File: src/rtl/mgmt_sram_arbiter.sv
// ---------------------------------------------------------------------------
// mgmt_sram_arbiter
//
// Multi-bank SRAM front end between the mgmt_core memory port and NBANKS
// DFFRAM banks, plus a read-only housekeeping port on the same clock.
// Requests to different banks are served in the same cycle. A same-bank
// conflict goes to the core unless the read-only port has already lost
// STARVE_LIMIT conflicts in a row, in which case the read-only port wins.
//
// Optional feature macro: MGMT_SRAM_STATS_EN
//   When defined, adds stat_clear / stat_conflicts (saturating count of
//   conflict cycles, whichever side won).
//
// Parameters
//   NBANKS        number of banks (2, 4 or 8)
//   BANK_AW       word-address width of one bank
//   STARVE_LIMIT  lost conflicts tolerated before the RO port wins (0..7,
//                 0 = RO port always wins a conflict)
//
// Ports
//   core_clk, core_rstn         clock, asynchronous active-low reset
//   mem_ena/wen/addr/wdata      core request (wen = 0 means read)
//   mem_ready                   core request accepted this cycle
//   mem_rdata                   core read data, cycle after acceptance
//   ro_req/ro_addr              housekeeping read request
//   ro_gnt                      RO request accepted this cycle
//   ro_valid/ro_data            RO read data, cycle after ro_gnt
//   bank_en/we/addr/wdata       flattened per-bank drive, bank b at slice b
//   bank_rdata                  flattened per-bank registered Do
//   stat_clear, stat_conflicts  (MGMT_SRAM_STATS_EN only)
// ---------------------------------------------------------------------------
module mgmt_sram_arbiter #(
  parameter  int NBANKS       = 2,
  parameter  int BANK_AW      = 8,
  parameter  int STARVE_LIMIT = 4,
  localparam int BW           = $clog2(NBANKS),
  localparam int AW           = BANK_AW + BW
) (
  input  logic                      core_clk,
  input  logic                      core_rstn,

  input  logic                      mem_ena,
  input  logic [3:0]                mem_wen,
  input  logic [AW-1:0]             mem_addr,
  input  logic [31:0]               mem_wdata,
  output logic                      mem_ready,
  output logic [31:0]               mem_rdata,

  input  logic                      ro_req,
  input  logic [AW-1:0]             ro_addr,
  output logic                      ro_gnt,
  output logic                      ro_valid,
  output logic [31:0]               ro_data,

`ifdef MGMT_SRAM_STATS_EN
  input  logic                      stat_clear,
  output logic [15:0]               stat_conflicts,
`endif

  output logic [NBANKS-1:0]         bank_en,
  output logic [4*NBANKS-1:0]       bank_we,
  output logic [BANK_AW*NBANKS-1:0] bank_addr,
  output logic [32*NBANKS-1:0]      bank_wdata,
  input  logic [32*NBANKS-1:0]      bank_rdata
);

  localparam logic [2:0] LIMIT = 3'(STARVE_LIMIT);

  logic [BW-1:0] cb;
  logic [BW-1:0] rb;
  logic [BW-1:0] cb_q;
  logic [BW-1:0] rb_q;
  logic [2:0]    starve_cnt;
  logic          conflict;
  logic          ro_win;
  logic          core_gnt;

  assign cb = mem_addr[AW-1:BANK_AW];
  assign rb = ro_addr[AW-1:BANK_AW];

  // Grants are combinational in the request cycle. Every term is qualified
  // with core_rstn so that while reset is held no bank is enabled, ro_gnt
  // is low and mem_ready reads 1, whatever the requesters are doing.
  assign conflict  = core_rstn & mem_ena & ro_req & (cb == rb);
  assign ro_win    = conflict & (starve_cnt >= LIMIT);
  assign core_gnt  = core_rstn & mem_ena & ~ro_win;
  assign mem_ready = ~ro_win;
  assign ro_gnt    = core_rstn & ro_req & (~conflict | ro_win);

  // Bank drive. Core and RO grants never target the same bank in one cycle,
  // so the priority order below only matters for readability. Idle banks
  // are driven with zero and the RO port can never write.
  always_comb begin
    bank_en    = '0;
    bank_we    = '0;
    bank_addr  = '0;
    bank_wdata = '0;
    for (int b = 0; b < NBANKS; b++) begin
      if (core_gnt && (cb == BW'(b))) begin
        bank_en[b]                       = 1'b1;
        bank_we[b*4 +: 4]                = mem_wen;
        bank_addr[b*BANK_AW +: BANK_AW]  = mem_addr[BANK_AW-1:0];
        bank_wdata[b*32 +: 32]           = mem_wdata;
      end else if (ro_gnt && (rb == BW'(b))) begin
        bank_en[b]                       = 1'b1;
        bank_addr[b*BANK_AW +: BANK_AW]  = ro_addr[BANK_AW-1:0];
      end
    end
  end

  // Per-requester state: which bank to return data from next cycle, the
  // RO data-valid pulse, and the starvation counter. The counter only
  // grows while the RO port is waiting behind the core; any RO grant or a
  // withdrawn request restarts it. The async reset drops ro_valid, so a
  // grant taken just before reset never produces a data pulse.
  always_ff @(posedge core_clk or negedge core_rstn) begin
    if (!core_rstn) begin
      cb_q       <= '0;
      rb_q       <= '0;
      ro_valid   <= 1'b0;
      starve_cnt <= 3'd0;
    end else begin
      ro_valid <= ro_gnt;
      if (core_gnt) begin
        cb_q <= cb;
      end
      if (ro_gnt) begin
        rb_q <= rb;
      end
      if (!ro_req || ro_gnt) begin
        starve_cnt <= 3'd0;
      end else if (conflict && (starve_cnt < LIMIT)) begin
        starve_cnt <= starve_cnt + 3'd1;
      end
    end
  end

  // The banks register Do themselves, so the read-data muxes only need the
  // bank index captured at grant time.
  assign mem_rdata = bank_rdata[int'(cb_q)*32 +: 32];
  assign ro_data   = bank_rdata[int'(rb_q)*32 +: 32];

`ifdef MGMT_SRAM_STATS_EN
  // Conflict statistics: counts every conflict cycle regardless of winner,
  // sticks at all-ones, and a clear request beats a same-cycle increment.
  always_ff @(posedge core_clk or negedge core_rstn) begin
    if (!core_rstn) begin
      stat_conflicts <= 16'd0;
    end else if (stat_clear) begin
      stat_conflicts <= 16'd0;
    end else if (conflict && (stat_conflicts != 16'hFFFF)) begin
      stat_conflicts <= stat_conflicts + 16'd1;
    end
  end
`else
  // Statistics disabled: no counter and no extra ports in this build.
`endif

endmodule
File: config.mk
export PLATFORM = sky130hd
export DESIGN_NAME = mgmt_sram_arbiter
export DESIGN_NICKNAME = d
export VERILOG_FILES = /design/src/rtl/mgmt_sram_arbiter.sv
export SDC_FILE = /design/constraint.sdc
export NUM_CORES = 1
export LEC_CHECK = 0
export CORE_AREA = 2 2 108 110
export CTS_BUF_LIST = sky130_fd_sc_hd__clkbuf_4 sky130_fd_sc_hd__clkbuf_8
export CTS_CLUSTER_DIAMETER = 30
export DETAILED_ROUTE_END_ITERATION = 10
export DIE_AREA = 0 0 110 112
export GPL_TIMING_DRIVEN = 1
export PLACE_DENSITY = 0.64
export SYNTH_ARGS = -nofsm -noshare
export SYNTH_HDL_FRONTEND = slang
export SYNTH_SLANG_ARGS = --single-unit
File: constraint.sdc
create_clock -name core_clk -period 1.8 [get_ports core_clk]
set_input_delay 0.18 -clock core_clk [delete_from_list [all_inputs] [get_ports core_clk]]
set_output_delay 0.18 -clock core_clk [all_outputs]
set_load 0.1 [all_outputs]
==> summary.md <==
| Metric | Value |
|---|---|
| Outcome | `finished with violations` |
| Violated checks | `setup timing` |
| Design area | `0.00714 mm^2` |
| Synth Cell Area | `between 0.0015 and 0.002 mm^2` |
| GP Congestion | `about 0.8` |
| DR WL/cell | `between 15 and 20 um` |
| Post-Syn Instances | `211` |
| Fmax | `about 0.53 GHz` |
| Root buf cell | `clkbuf_8` |
| Commonest cells after routing, fill and taps aside | `buf_12 (164), clkdlybuf4s50_1 (116), and2_4 (72)` |
| Reg2reg end | `cb_q` |
| Clk pin slew, worst setup/hold paths | `0.03 ns` |
| Final Worst Setup Slack | `-0.0830 ns` |
| Worst Skew | `0.000923 ns` |
| Crit Path Class | `flip-flop to primary output` |
| First-pass GRT wire length | `around 17 mm` |
| Core area | `0.0112 mm^2` |
| Initial Util | `16.6%` |
| RSZ-0062 raised after global routing | `yes` |
| Grt total ovfl | `0` |
| Count of different cell masters after synthesis | `30` |
| Vias | `2888` |
| Share of post-route cells with drive strength above 1 | `between 70% and 80%` |
| Peak VDD IR | `around 0.57 mV` |
| Final hold vios | `0` |
| Via/cell ratio | `about 4.4` |
| Fill cells | `slightly above 800` |
| Number of remaining DRC errors | `0` |
| Vias in the first global route | `about 3000` |
| Max Slew Vio Count | `0` |
| Die H | `roughly 110 um` |
| CP arrival | `1.70 ns` |
| H-tree level count | `1` |
| Total GRT Usage | `17.3%` |
| Yosys warns | `0` |
| Setup crit end kind | `primary output` |
| Largest net degree at the start of global routing | `47` |
| Power density over cell area | `between 600 and 700 mW/mm^2` |
| Commonest non-fill, non-tap cell in the layout | `buf_12` |
| Final nets | `633` |
| Initial antenna violation count | `1` |
| Post-synth EDFFs | `0` |
| Total clock sinks | `6` |
| Post-Route WL | `12.5 mm` |
| Synth-to-Final Area Change | `285%` |
| First-pass DRT Iterations | `4` |
| Slew @ Worst Pin | `0.261 ns` |
| Dpl cell area | `0.00650 mm^2` |
| Insertion delay to the later sink of the worst-skew pair | `0.22 ns` |
| Hpwl dp | `around 9.5 mm` |
| Hold/Removal Path Class | `primary input to asynchronous set/reset pin` |
| Number of cell rows | `39` |
| Slew HR | `82.4%` |
| R2R cell count | `7` |
| Synth Net Count | `~330` |
| Crit-path max FO | `8` |
| Startpoint types | `flip-flop` |
| Leak Pwr | `3.04 nW` |
| TritonCTS clock tree | `done` |
| PnR Total Power | `4.63 mW` |
| Diode count | `0` |
| Period minus WS final | `1.88 ns` |
| #FFs+latches synth | `6` |
| Critical R2R Launch | `starve_cnt[2]` |
| Critical path data required time | `1.62 ns` |
| Final TNS setup | `-4.53 ns` |
| Fraction of registers with async set/reset | `100%` |
| DR iter-0 viols | `87` |
| Synth Flop Type | `dfrtp_1` |
| Die width | `110 um` |
| IO Pins | `279` |
| Port bufs | `278` |
| CTS buffer count | `3` |
| Mapped Avg Cell Area | `8.78 um^2` |
| R2R setup slack | `0.36 ns` |
| Maximum buffer depth of the clock tree | `2` |
| Die ar. | `0.0123 mm^2` |
| Max-cap viol count | `0` |
| Period utilization | `105%` |
| Setup violators final | `90` |
| Antenna-violating nets left | `0` |
| Pre-CTS setup slack | `-0.323 ns` |
| Register area share after synthesis | `8.10%` |
==> worst max-delay path by stage <==
stage / startpoint / to / slack [ns] / depth (start not counted)
final: starve_cnt[2] / bank_wdata[37] / -0.08 / 7
after global routing: starve_cnt[2] / bank_wdata[37] / -0.11 / 7
after detailed placement: ro_req / bank_addr[1] / -0.32 / 5
after floorplan: starve_cnt[2] / bank_addr[3] / -0.01 / 5
after global placement: ro_req / bank_addr[1] / -0.21 / 5
after CTS: starve_cnt[2] / bank_addr[14] / -0.09 / 6
==> cell usage after synthesis, drive strengths merged, types with 3 or more instances <==
cell type	count	area share, %
mux2	64	39
and2	72	24
buf	17	7.1
nor2	3	0.61
a22o	16	7.8
dfrtp	6	8.1
nand2	4	0.95
nand3	3	0.81
==> final cells by class <==
cell class	instances	area (um^2)	area share (%)
flip-flops and latches	6	151	2.12
clock buffers	3	41.3	0.578
inverters	2	7.51	0.105
multi-input cells	184	1890	26.5
well taps	143	179	2.50
repair buffers	313	4870	68.2
==> timing repair <==
action / 4_1_cts / 5_1_grt
gates cloned: 2 / 10
pin swaps: 4 / 48
gates resized for setup: 34 / 71
endpoints found under the setup margin: 90 / 90
hold endpoints to repair: 0 / 0
buffers inserted: 6 / 3
hold buffers: 0 / 0
==> routing by layer <==
| layer | vias to the layer above | global-route usage [%] | part of all wire, % |
|---|---|---|---|
| met5 | - | 0 | 0.10 |
| met4 | 2 | 3.04 | 1.7 |
| met3 | 14 | 5.80 | 11 |
| met2 | 176 | 33.8 | 56 |
| met1 | 1338 | 17.2 | 32 |
| li1 | 1358 | - | - |
==> sequential cells by signal, summed over array words and instances (netlist names) <==
name / cells
starve_cnt: 3
rb_q: 1
cb_q: 1
ro_valid: 1
==> report_power, final <==
part | internal [mW] | switching (mW)
Clock | 0.143 | 0.0546
Combinational | 1.66 | 2.61
Sequential | 0.146 | 0.00749
Total | 1.95 | 2.67
==> through the flow <==
stage	util [%]	instances	hold WS, ns
3_5_place_dp	58.2	627	0.613
3_3_place_gp	58.2	627	0.599
5_1_grt	63.9	651	0.160
6_report	63.9	651	0.125
2_1_floorplan	-	211	-0.116
4_1_cts	60.1	638	0.109
==> worst max-delay path, cell delays in order, from the launching register on <==
cell	delay, ns
dfrtp_2	0.41
buf_6	0.13
buf_6	0.11
a31oi_4	0.17
buf_12	0.18
clkbuf_16	0.16
and2_4	0.15
buf_12	0.17
==> cells by family (layout without fill, tap and decap cells) <==
group | Yosys count | after routing | synth area share, %
xor gates and xnor gates | 1 | 1 | 0.473
AOI/OAI and AO/OA | 23 | 23 | 11.5
DFF | 6 | 6 | 8.10
and+or+nand+nor | 95 | 95 | 32.4
adders and majority gates | 1 | 1 | 0.675
buffers and inverters | 21 | 318 | 7.90
muxes | 64 | 64 | 38.9
No activity file was read; power rests on OpenSTA's default activity.
==> RTL change: new RTL, same settings <==
The parameter `BANK_AW` goes from 8 to 10.
--- a/src/rtl/mgmt_sram_arbiter.sv
+++ b/src/rtl/mgmt_sram_arbiter.sv
@@ -33,3 +33,3 @@
   parameter  int NBANKS       = 2,
-  parameter  int BANK_AW      = 8,
+  parameter  int BANK_AW      = 10,
   parameter  int STARVE_LIMIT = 4,
Ports: changed (resized bank_addr, mem_addr and ro_addr); port bits go from 279 to 287. No check against the original RTL was run, so the function may have changed too.
==> RTL change against the original RTL <==
- the flow still finishes with violations (setup timing)
- routed wire length grew 10%
- via count grew 1.8%
- cell area grew 1.3%
- power grew 1.7%
- sequential cell count is the same
- worst setup slack lost 0.088 ns
- maximum frequency shrank 4.5%
- synthesized area shrank 0.74%
- clock skew is essentially flat
- clock power grew 5%
- critical path type unchanged
- critical endpoint is now bank_we[1]
- largest power group unchanged
==> RTL change: results (changes against the original RTL) <==
status: "finished, violations left"  # unchanged
portBuffers: 286  # was 278
skew_ns: 0.000976  # was 0.000923 ns
gp_congestion: 0.935  # was 0.798
fillCellCount: 814  # was 826
top_layer_used: "met4"  # was met5
setup_viol: 93  # was 90
p_per_area_mw_per_mm2: 650  # was 648 mW/mm^2
wl_per_cell_um: 20.8  # was 19.2 um
crit_fanout: 6  # was 8
violations: "setup timing"  # unchanged
grt_pass1_vias: 3065  # was 2999
drive_gt1_share_pct: 70.4  # was 70.5%
yosys-top-cells-count: "and2_1, mux2_2, a22o_1, buf_2, dfrtp_1"  # was and2_1, mux2_2, a22o_1, buf_2, buf_6
switchingPower_w: 0.00274  # was 0.00267 W
fin_nets: 650  # was 633
antenna_found_initial: 0  # was 1
grt.total_usage_pct: 19.7  # was 17.3%
synthMuxAreaShare_pct: 39.2  # was 38.9%
fin_ws_ns: -0.171  # was -0.0830 ns
route.met2.wl_um: 7550  # was 6980 um
synth-xor-area-share_pct: 0.476  # was 0.473%
synth_compound_area_share_pct: 12.1  # was 11.5%
syn_nets: 345  # was 334
setup_tns_ns: -10.91  # was -4.53 ns
[RTL change: area by class of cell]
class	count	share of cell area [%]
timing repair buffer	322	68.1
clock buffer	3	0.571
multi-input combinational	188	26.6
inverter	2	0.138
tap	143	2.47
sequential	6	2.09
[RTL change: final timing paths]
path                            cells past startpoint  slack, ns             to
worst max-delay path                                6      -0.17     bank_we[1]
worst min-delay path                                2       0.17           cb_q
worst max register to register                      5       0.40  starve_cnt[2]
worst min register to register                      2       0.63  starve_cnt[0]
max in group asynchronous                           2       1.49  starve_cnt[2]
min in group core_clk                               3       0.42           rb_q
[RTL change: what timing repair did]
item	in CTS	in global routing
setup buffers	4	6
gates resized for setup	20	76
hold buffers	0	0
gates cloned	2	9
endpoints found under the setup margin	94	94
pin swaps	1	49
[RTL change: through the flow]
step                      std cells  area (um^2)
after global routing            664         7240
after detailed placement        643         6670
after CTS                       652         6830
after floorplan                 218         1960
after global placement          643         6670
final                           664         7240
